<file path="src/rtl/cic_comp_pkg.sv">
// cic_comp_pkg: shared constants, state encoding and sizing helpers for the CIC compensation FIR.
package cic_comp_pkg;
  localparam int DEF_TAPS = 16;
  localparam int DEF_COEF_FRAC = 14;
  typedef enum logic [1:0] {IDLE, MAC, ROUND} state_e;
  function automatic int acc_width(int dw, int cw, int taps);
    return dw + cw + $clog2(taps);
  endfunction
  // Default coefficient array: unity at tap 0, all others zero, i.e. a passthrough filter.
  function automatic int def_coef(int k, int frac);
    return (k == 0) ? (1 << frac) : 0;
  endfunction
endpackage

</file>
<file path="src/rtl/cic_comp_mac.sv">
// cic_comp_mac: full-precision multiply-accumulate with round-half-up and output saturation.
module cic_comp_mac #(
  parameter int DW = 15,
  parameter int CW = 16,
  parameter int FRAC = 14,
  parameter int AW = 35,
  parameter int OW = 18
) (
  input  logic                 clk,
  input  logic                 reset,
  input  logic                 clr_i,
  input  logic                 en_i,
  input  logic                 fin_i,
  input  logic signed [DW-1:0] x_i,
  input  logic signed [CW-1:0] c_i,
  output logic                 out_valid_o,
  output logic signed [OW-1:0] out_data_o
);
  localparam logic signed [AW:0] MAXV = (AW+1)'(2 ** (OW - 1) - 1);
  localparam logic signed [AW:0] MINV = (AW+1)'(-(2 ** (OW - 1)));
  logic signed [DW+CW-1:0] prod;
  logic signed [AW-1:0] acc_q, acc_d;
  logic signed [AW:0] rnd, r;
  logic signed [OW-1:0] sat, data_q, data_d;
  logic valid_q;
  always_comb begin
    prod = x_i * c_i;
    acc_d = clr_i ? '0 : en_i ? acc_q + AW'(prod) : acc_q;
    rnd = {acc_q[AW-1], acc_q} + (AW+1)'(2 ** (FRAC - 1));
    r = rnd >>> FRAC;
    sat = r > MAXV ? OW'(MAXV) : r < MINV ? OW'(MINV) : OW'(r);
    data_d = fin_i ? sat : data_q;
  end
  always_ff @(posedge clk or posedge reset) begin
    if (reset) begin
      acc_q <= '0;
      data_q <= '0;
      valid_q <= 1'b0;
    end else begin
      acc_q <= acc_d;
      data_q <= data_d;
      valid_q <= fin_i;
    end
  end
  assign out_valid_o = valid_q;
  assign out_data_o = data_q;
endmodule

</file>
<file path="src/rtl/cic_comp_fir_serial.sv">
// cic_comp_fir_serial: single-multiplier CIC droop-compensation FIR, one tap per clock after each input strobe.
module cic_comp_fir_serial
  import cic_comp_pkg::*;
#(
  parameter int DATA_WIDTH = 15,
  parameter int COEF_WIDTH = 16,
  parameter int COEF_FRAC = DEF_COEF_FRAC,
  parameter int TAPS = DEF_TAPS,
  parameter int OUTPUT_WIDTH = 18
) (
  input  logic                           clk,
  input  logic                           reset,
  input  logic                           in_valid,
  input  logic signed [DATA_WIDTH-1:0]   in_data,
  input  logic                           coef_we,
  input  logic [$clog2(TAPS)-1:0]        coef_addr,
  input  logic signed [COEF_WIDTH-1:0]   coef_wdata,
  input  logic                           overrun_clr,
  output logic                           out_valid,
  output logic signed [OUTPUT_WIDTH-1:0] out_data,
  output logic                           busy,
  output logic                           overrun
);
  localparam int AB = $clog2(TAPS);
  localparam int AW = acc_width(DATA_WIDTH, COEF_WIDTH, TAPS);
  localparam logic [AB-1:0] K_LAST = AB'(TAPS - 1);
  state_e state_q, state_d;
  logic signed [DATA_WIDTH-1:0] x_q [TAPS];
  logic signed [COEF_WIDTH-1:0] c_q [TAPS];
  logic [AB-1:0] wr_ptr_q, rd_ptr_q, k_q;
  logic overrun_q, overrun_d;
  logic mac_clr, mac_en, mac_fin, busy_w;
  always_ff @(posedge clk or posedge reset) begin
    if (reset) state_q <= IDLE;
    else state_q <= state_d;
  end
  always_comb begin
    state_d = state_q;
    case (state_q)
      IDLE:    state_d = in_valid ? MAC : IDLE;
      MAC:     state_d = (k_q == K_LAST) ? ROUND : MAC;
      default: state_d = IDLE;
    endcase
  end
  always_comb begin
    busy_w = state_q != IDLE;
    mac_clr = in_valid && state_q == IDLE;
    mac_en = state_q == MAC;
    mac_fin = state_q == ROUND;
  end
  // A strobe arriving while busy is dropped; a new drop outranks a same-cycle clear.
  assign overrun_d = (in_valid && busy_w) || (overrun_q && !overrun_clr);
  always_ff @(posedge clk or posedge reset) begin
    if (reset) begin
      for (int i = 0; i < TAPS; i++) begin
        x_q[i] <= '0;
        c_q[i] <= COEF_WIDTH'(def_coef(i, COEF_FRAC));
      end
      wr_ptr_q <= '0;
      rd_ptr_q <= '0;
      k_q <= '0;
      overrun_q <= 1'b0;
    end else begin
      if (mac_clr) begin
        x_q[wr_ptr_q] <= in_data;
        rd_ptr_q <= wr_ptr_q;
        wr_ptr_q <= wr_ptr_q + 1'b1;
        k_q <= '0;
      end
      if (mac_en) begin
        rd_ptr_q <= rd_ptr_q - 1'b1;
        k_q <= k_q + 1'b1;
      end
      if (coef_we && !busy_w) c_q[coef_addr] <= coef_wdata;
      overrun_q <= overrun_d;
    end
  end
  cic_comp_mac #(
    .DW(DATA_WIDTH),
    .CW(COEF_WIDTH),
    .FRAC(COEF_FRAC),
    .AW(AW),
    .OW(OUTPUT_WIDTH)
  ) u_mac (
    .clk(clk),
    .reset(reset),
    .clr_i(mac_clr),
    .en_i(mac_en),
    .fin_i(mac_fin),
    .x_i(x_q[rd_ptr_q]),
    .c_i(c_q[k_q]),
    .out_valid_o(out_valid),
    .out_data_o(out_data)
  );
  assign busy = busy_w;
  assign overrun = overrun_q;
endmodule

</file>
<file path="config.mk">
export PLATFORM = sky130hd
export DESIGN_NAME = cic_comp_fir_serial
export DESIGN_NICKNAME = d
export VERILOG_FILES = /design/src/rtl/cic_comp_pkg.sv /design/src/rtl/cic_comp_mac.sv /design/src/rtl/cic_comp_fir_serial.sv
export SDC_FILE = /design/constraint.sdc
export NUM_CORES = 2
export LEC_CHECK = 0
export ABC_AREA = 1
export CORE_MARGIN = 5
export CORE_UTILIZATION = 28
export CTS_BUF_LIST = sky130_fd_sc_hd__clkbuf_4
export CTS_CLUSTER_DIAMETER = 80
export DETAILED_ROUTE_END_ITERATION = 12
export PLACE_DENSITY_LB_ADDON = 0.3
export SETUP_SLACK_MARGIN = 0.15
export SLEW_MARGIN = 20
export SYNTH_ARGS = -nofsm -noshare
export SYNTH_HDL_FRONTEND = slang
export SYNTH_HIERARCHICAL = 1
export SYNTH_SLANG_ARGS = --single-unit
</file>
<file path="constraint.sdc">
create_clock -name clk -period 60.3 [get_ports clk]
set_clock_uncertainty 0.1 [all_clocks]
set_input_delay 18.09 -clock clk [delete_from_list [all_inputs] [get_ports clk]]
set_output_delay 18.09 -clock clk [all_outputs]
set_load 0.05 [all_outputs]
</file>
Word-level counts from Yosys, hierarchy flattened. Index checks and enable logic that the tools add are counted.

Add/subtract/negate cells: 5. Multipliers: 1. $lt $le $gt $ge: 8. Equal/unequal tests: 3. Multiplexer cells: 23. Bitwise logic cells: 4. Reductions and logical operators: 12.

Operators by type and width (number): $bwmux W256 (1); $bwmux W240 (1); $mux W35 (2); $bmux W16 S4 (1); $demux W16 S4 (1); $bmux W15 S4 (1); $demux W15 S4 (1); $mux W16 (3); $mux W15 (3); $add A35 B15 Y36 const B (1); $mux W18 (2); $add A35 B35 Y35 (1); $mul A15 B16 Y31 (1); $gt A22 B18 Y1 const B (1); $lt A22 B18 Y1 const B (1); $ge A5 B5 Y1 const B (4); $not A4 Y5 (4); $mux W4 (4); $lt A5 B1 Y1 const B (2); $add A4 B1 Y4 const B (2); $logic_and A1 B1 Y1 (6); $eq A4 B4 Y1 const B (1); $pmux W2 S2 (1); $reduce_bool A2 Y1 (2); other kinds (8) (9).

Flip-flop bits (word level): 565. Output and inout bits: 21.

Depth between registers and ports, before layout.
Depth after elaboration: 8. Gate-level depth with buffers: 50. Depth with buffers taken out: 46.

Modules after synthesis. The synthesis kept the hierarchy.

Modules (own cells, without submodules): cic_comp_fir_serial (instances 1, cells each 3273, area each 24407.2 µm², sequential area each 12788.5 µm²); cic_comp_mac (instances 1, cells each 2051, area each 14565.2 µm², sequential area each 1351.3 µm²).

Least setup slack after synthesis. No wires, ideal clock.

Path type: input -> register. Start point: input port in_valid. End point: register u_mac.acc_q[24]. Library setup time: 0.082 ns. Arrival time: 19.319 ns. Data required time: 60.118 ns. Setup slack: 40.799 ns. Stages: 8. Path through: inv_1 > nor2_8 > buf_6 > nor2_1 > clkbuf_1 > buf_1 > nand2_1 > o22ai_1.

Cells in the longest elaborated chain, start to end: 2. Elaborated cells on any way between the ends: 3. Those cells by class: mux: 1; reduce/logical: 2.

Ends and longest elaborated chain: start, declared (RTL line cic_comp_fir_serial.sv:13) `input logic in_valid,`; $logic_and A1 B1 Y1 * (RTL line cic_comp_fir_serial.sv:47) `mac_clr = in_valid && state_q == IDLE;`; named net mac_clr (RTL line cic_comp_fir_serial.sv:32) `logic mac_clr, mac_en, mac_fin, busy_w;`; $mux W35 or $reduce_bool A2 Y1 (tied branches); end signal, assigned (RTL line cic_comp_mac.sv:36) `acc_q <= '0;`; end signal, assigned (RTL line cic_comp_mac.sv:40) `acc_q <= acc_d;`; end, declared (RTL line cic_comp_mac.sv:22) `logic signed [AW-1:0] acc_q, acc_d;`.

The timed path passes the listed nets; every way through them passes the cells marked *. A chain may end at the register's enable or synchronous reset.

Worst setup path after layout.
Start point: register state_q[0]. End point: output port busy.

Cells in the longest elaborated chain, start to end: 1.

Ends and longest elaborated chain: start, declared (RTL line cic_comp_fir_serial.sv:27) `state_e state_q, state_d;`; start signal, assigned (RTL line cic_comp_fir_serial.sv:35) `else state_q <= state_d;`; $reduce_bool A2 Y1 (RTL line cic_comp_fir_serial.sv:46) `busy_w = state_q != IDLE;`; end, declared (RTL line cic_comp_fir_serial.sv:21) `output logic busy,`.

No other way between the ends.

==> flow_metrics.env <==
export IMPL_drv_cap=0
export IMPL_yosys_top_cells_area="dfrtp_1 (36%), nand2_1 (18%), fa_1 (12%)"
export IMPL_maxSlewHeadroom=0.283
export IMPL_instances_no_fill=7255
export IMPL_grt_pass1_wl_mm=182
export IMPL_overflow=0
export IMPL_netlist_area_um2=39000
export IMPL_grt_pass1_vias=32800
export IMPL_ff2ff_setup_slack_ps=49830
export IMPL_hpwlAfterDp_mm=74.3
export IMPL_area_growth_pct=11.1
export IMPL_hold_class="register to register"
export IMPL_post_cts_resized=0
export IMPL_synth_top_area_share=0.362
export IMPL_vias_per_cell=4.58
export IMPL_core_rowCount=136
export IMPL_fin_ws_ps=39580
export IMPL_cts_tree="done"
export IMPL_routed_via_count=33200
export IMPL_max_freq_mhz=48.3
export IMPL_synth_seq_area_share=0.363
export IMPL_die_h_um=383
export IMPL_cp_arrival_ps=2530
export IMPL_crit_fanout=3
export IMPL_start_kind="register"
export IMPL_num_io_pins=61
export IMPL_grt_total_usage=0.156
export IMPL_drt_iter0_drc=2542
export IMPL_wl_mm=113
export IMPL_place_inst=6960
export IMPL_routabilityCongestion=0.902
export IMPL_ys_dominant_reg_cell="dfrtp_1"
export IMPL_hold_path_startpoint="c_q[101]"
export IMPL_worstSetupPathType="register to primary output"
export IMPL_finalSetupViolCount=0
export IMPL_synth_cells=5324
export IMPL_worstMarginPinSlew_ps=1080
export IMPL_avgRoutedWirePerCell_um=15.5
export IMPL_synthArstFlopShare=1.00
export IMPL_setup_tns_ps=0
export IMPL_die_w_um=383
export IMPL_start_util=0.283
export IMPL_grt_start_max_net_pins=114
export IMPL_cp_end_kind="primary output"
export IMPL_rr_worst_depth=40
export IMPL_postSynthAreaPerCell_um2=7.32
export IMPL_hold_buffers=0
export IMPL_r2r_start="k_q[0]"
export IMPL_cp_required_ps=42110
export IMPL_fin_util=0.314
export IMPL_hold_viol_final=0
export IMPL_hold_depth=2
export IMPL_yosysUniqueCellTypes=46
export IMPL_clkTransAtPathRegs_ps=60
export IMPL_syn_nets=5725
export IMPL_cts_made_buffers=162
export IMPL_rsz0062_at_grt="no"
export IMPL_root_buffer="clkbuf_4"
export IMPL_layout_drive_gt1_share=0.0726
export IMPL_hold_end="c_q[101]"
export IMPL_synth_edf_count=0
export IMPL_r2r_end="u_mac/acc_q[34]"
export IMPL_period_needed_ps=20720
export IMPL_ant_nets=0
export IMPL_cts_sinks=565
export IMPL_fin_crit_sh=0.344
export IMPL_die_area_um2=147000
export IMPL_drc_errors=0
export IMPL_slew_viol_final=0
export IMPL_antenna_found_initial=2
export IMPL_synth_top_area_cell="dfrtp_1"
export IMPL_port_buffers=60
export IMPL_htree_levels=4
export IMPL_post_cts_setup_buffer_count=0
export IMPL_core_area_um2=138000
export IMPL_outcome="complete, no violations"
export IMPL_first_pass_iters=5
export IMPL_nets=5733
export IMPL_cts_path_max_buffers=3
export IMPL_yosysWarnings=6
export IMPL_clk_insertion_delay_late_ps=1120
export IMPL_pre_cts_ws_ps=37850
export IMPL_ys_ff_latch=565
-- logic make-up (layout without fill, tap and decap cells) --
logic type | after synthesis | after routing | share of synthesized area
compound gates | 717 | 717 | 0.0962
xor+xnor | 47 | 47 | 0.0106
fa+ha+maj | 361 | 361 | 0.161
buf+inv | 1089 | 1218 | 0.110
flops | 565 | 565 | 0.363
other cells | 0 | 8 | 0
simple gates | 2545 | 2545 | 0.259
-- flip-flops by register name, summed over array words and instances (netlist names) --
register	flops
wr_ptr_q	4
overrun	1
u_mac/out_data_o	18
x_q	240
u_mac/out_valid_o	1
state_q	2
k_q	4
rd_ptr_q	4
u_mac/acc_q	35
c_q	256
-- per-layer routing --
layer  vias up  wire length (um)  global-route usage
met1     15800             54400               0.220
met4         0              2720              0.0512
li1      16400                 -                   -
met5         -                 0                   0
met2       819             48800               0.240
met3       184              6690              0.0290
-- how the worst max path moves through the flow --
stage               slack, ps  endpoint       start
finish                  39580      busy  state_q[0]
floorplan               27840    c_q[0]       reset
global route            39260  c_q[216]       reset
CTS                     39040  c_q[176]       reset
detailed placement      37850   c_q[16]       reset
global placement        37860  c_q[137]       reset
-- synthesized netlist by cell type, types with 7 or more instances --
library cell	n
nand2_1	1867
dfrtp_1	564
buf_1	14
or2_2	7
clkbuf_1	161
o21bai_1	10
nor2_2	14
fa_1	236
a21o_1	10
xor2_1	29
a21oi_1	84
inv_2	7
a21oi_2	10
buf_6	7
o21ai_1	100
nand4_1	15
nor3_1	19
nor2_1	341
o22ai_1	7
buf_2	88
ha_1	125
buf_4	7
o21ai_0	477
nand2_2	12
xnor2_1	18
nand3_1	253
inv_1	803
-- metrics by stage --
step | hold slack [ps] | area, um2
4_1_cts | 387 | 43200
3_5_place_dp | 373 | 41100
2_1_floorplan | 353 | 39000
3_3_place_gp | 365 | 41100
6_report | 381 | 43300
5_1_grt | 398 | 43300
-- cells in the final DEF, fill, tap and decap left out, drive strengths merged, types with 18 or more instances in the layout --
| cell | instances |
|---|---|
| fa | 236 |
| ha | 125 |
| xor2 | 29 |
| xnor2 | 18 |
| nor3 | 20 |
| nor2 | 359 |
| inv | 811 |
| dfrtp | 564 |
| buf | 61 |
| nand3 | 253 |
| clkbuf | 251 |
| a21oi | 94 |
| clkinv | 30 |
| o21ai | 578 |
| clkdlybuf4s50 | 60 |
| nand2 | 1880 |
-- layout make-up --
type	count	area (um2)
tap	1794	2240
clock buffer	251	1880
antenna	8	20.0
timing repair buffer	121	1090
fill	15000	94500
sequential	565	14100
clock inverter	34	263
inverter	812	3060
multi-input combinational	3670	20600
-- critical path, stage by stage, from the launching register on --
cell and delay, ps:
dfrtp_1 400, inv_1 90, nand2_2 130, clkdlybuf4s50_1 840
Power is left out: the tool's default activity adds up to more than one toggle a clock period on the data nets, which glitch-free logic cannot reach.
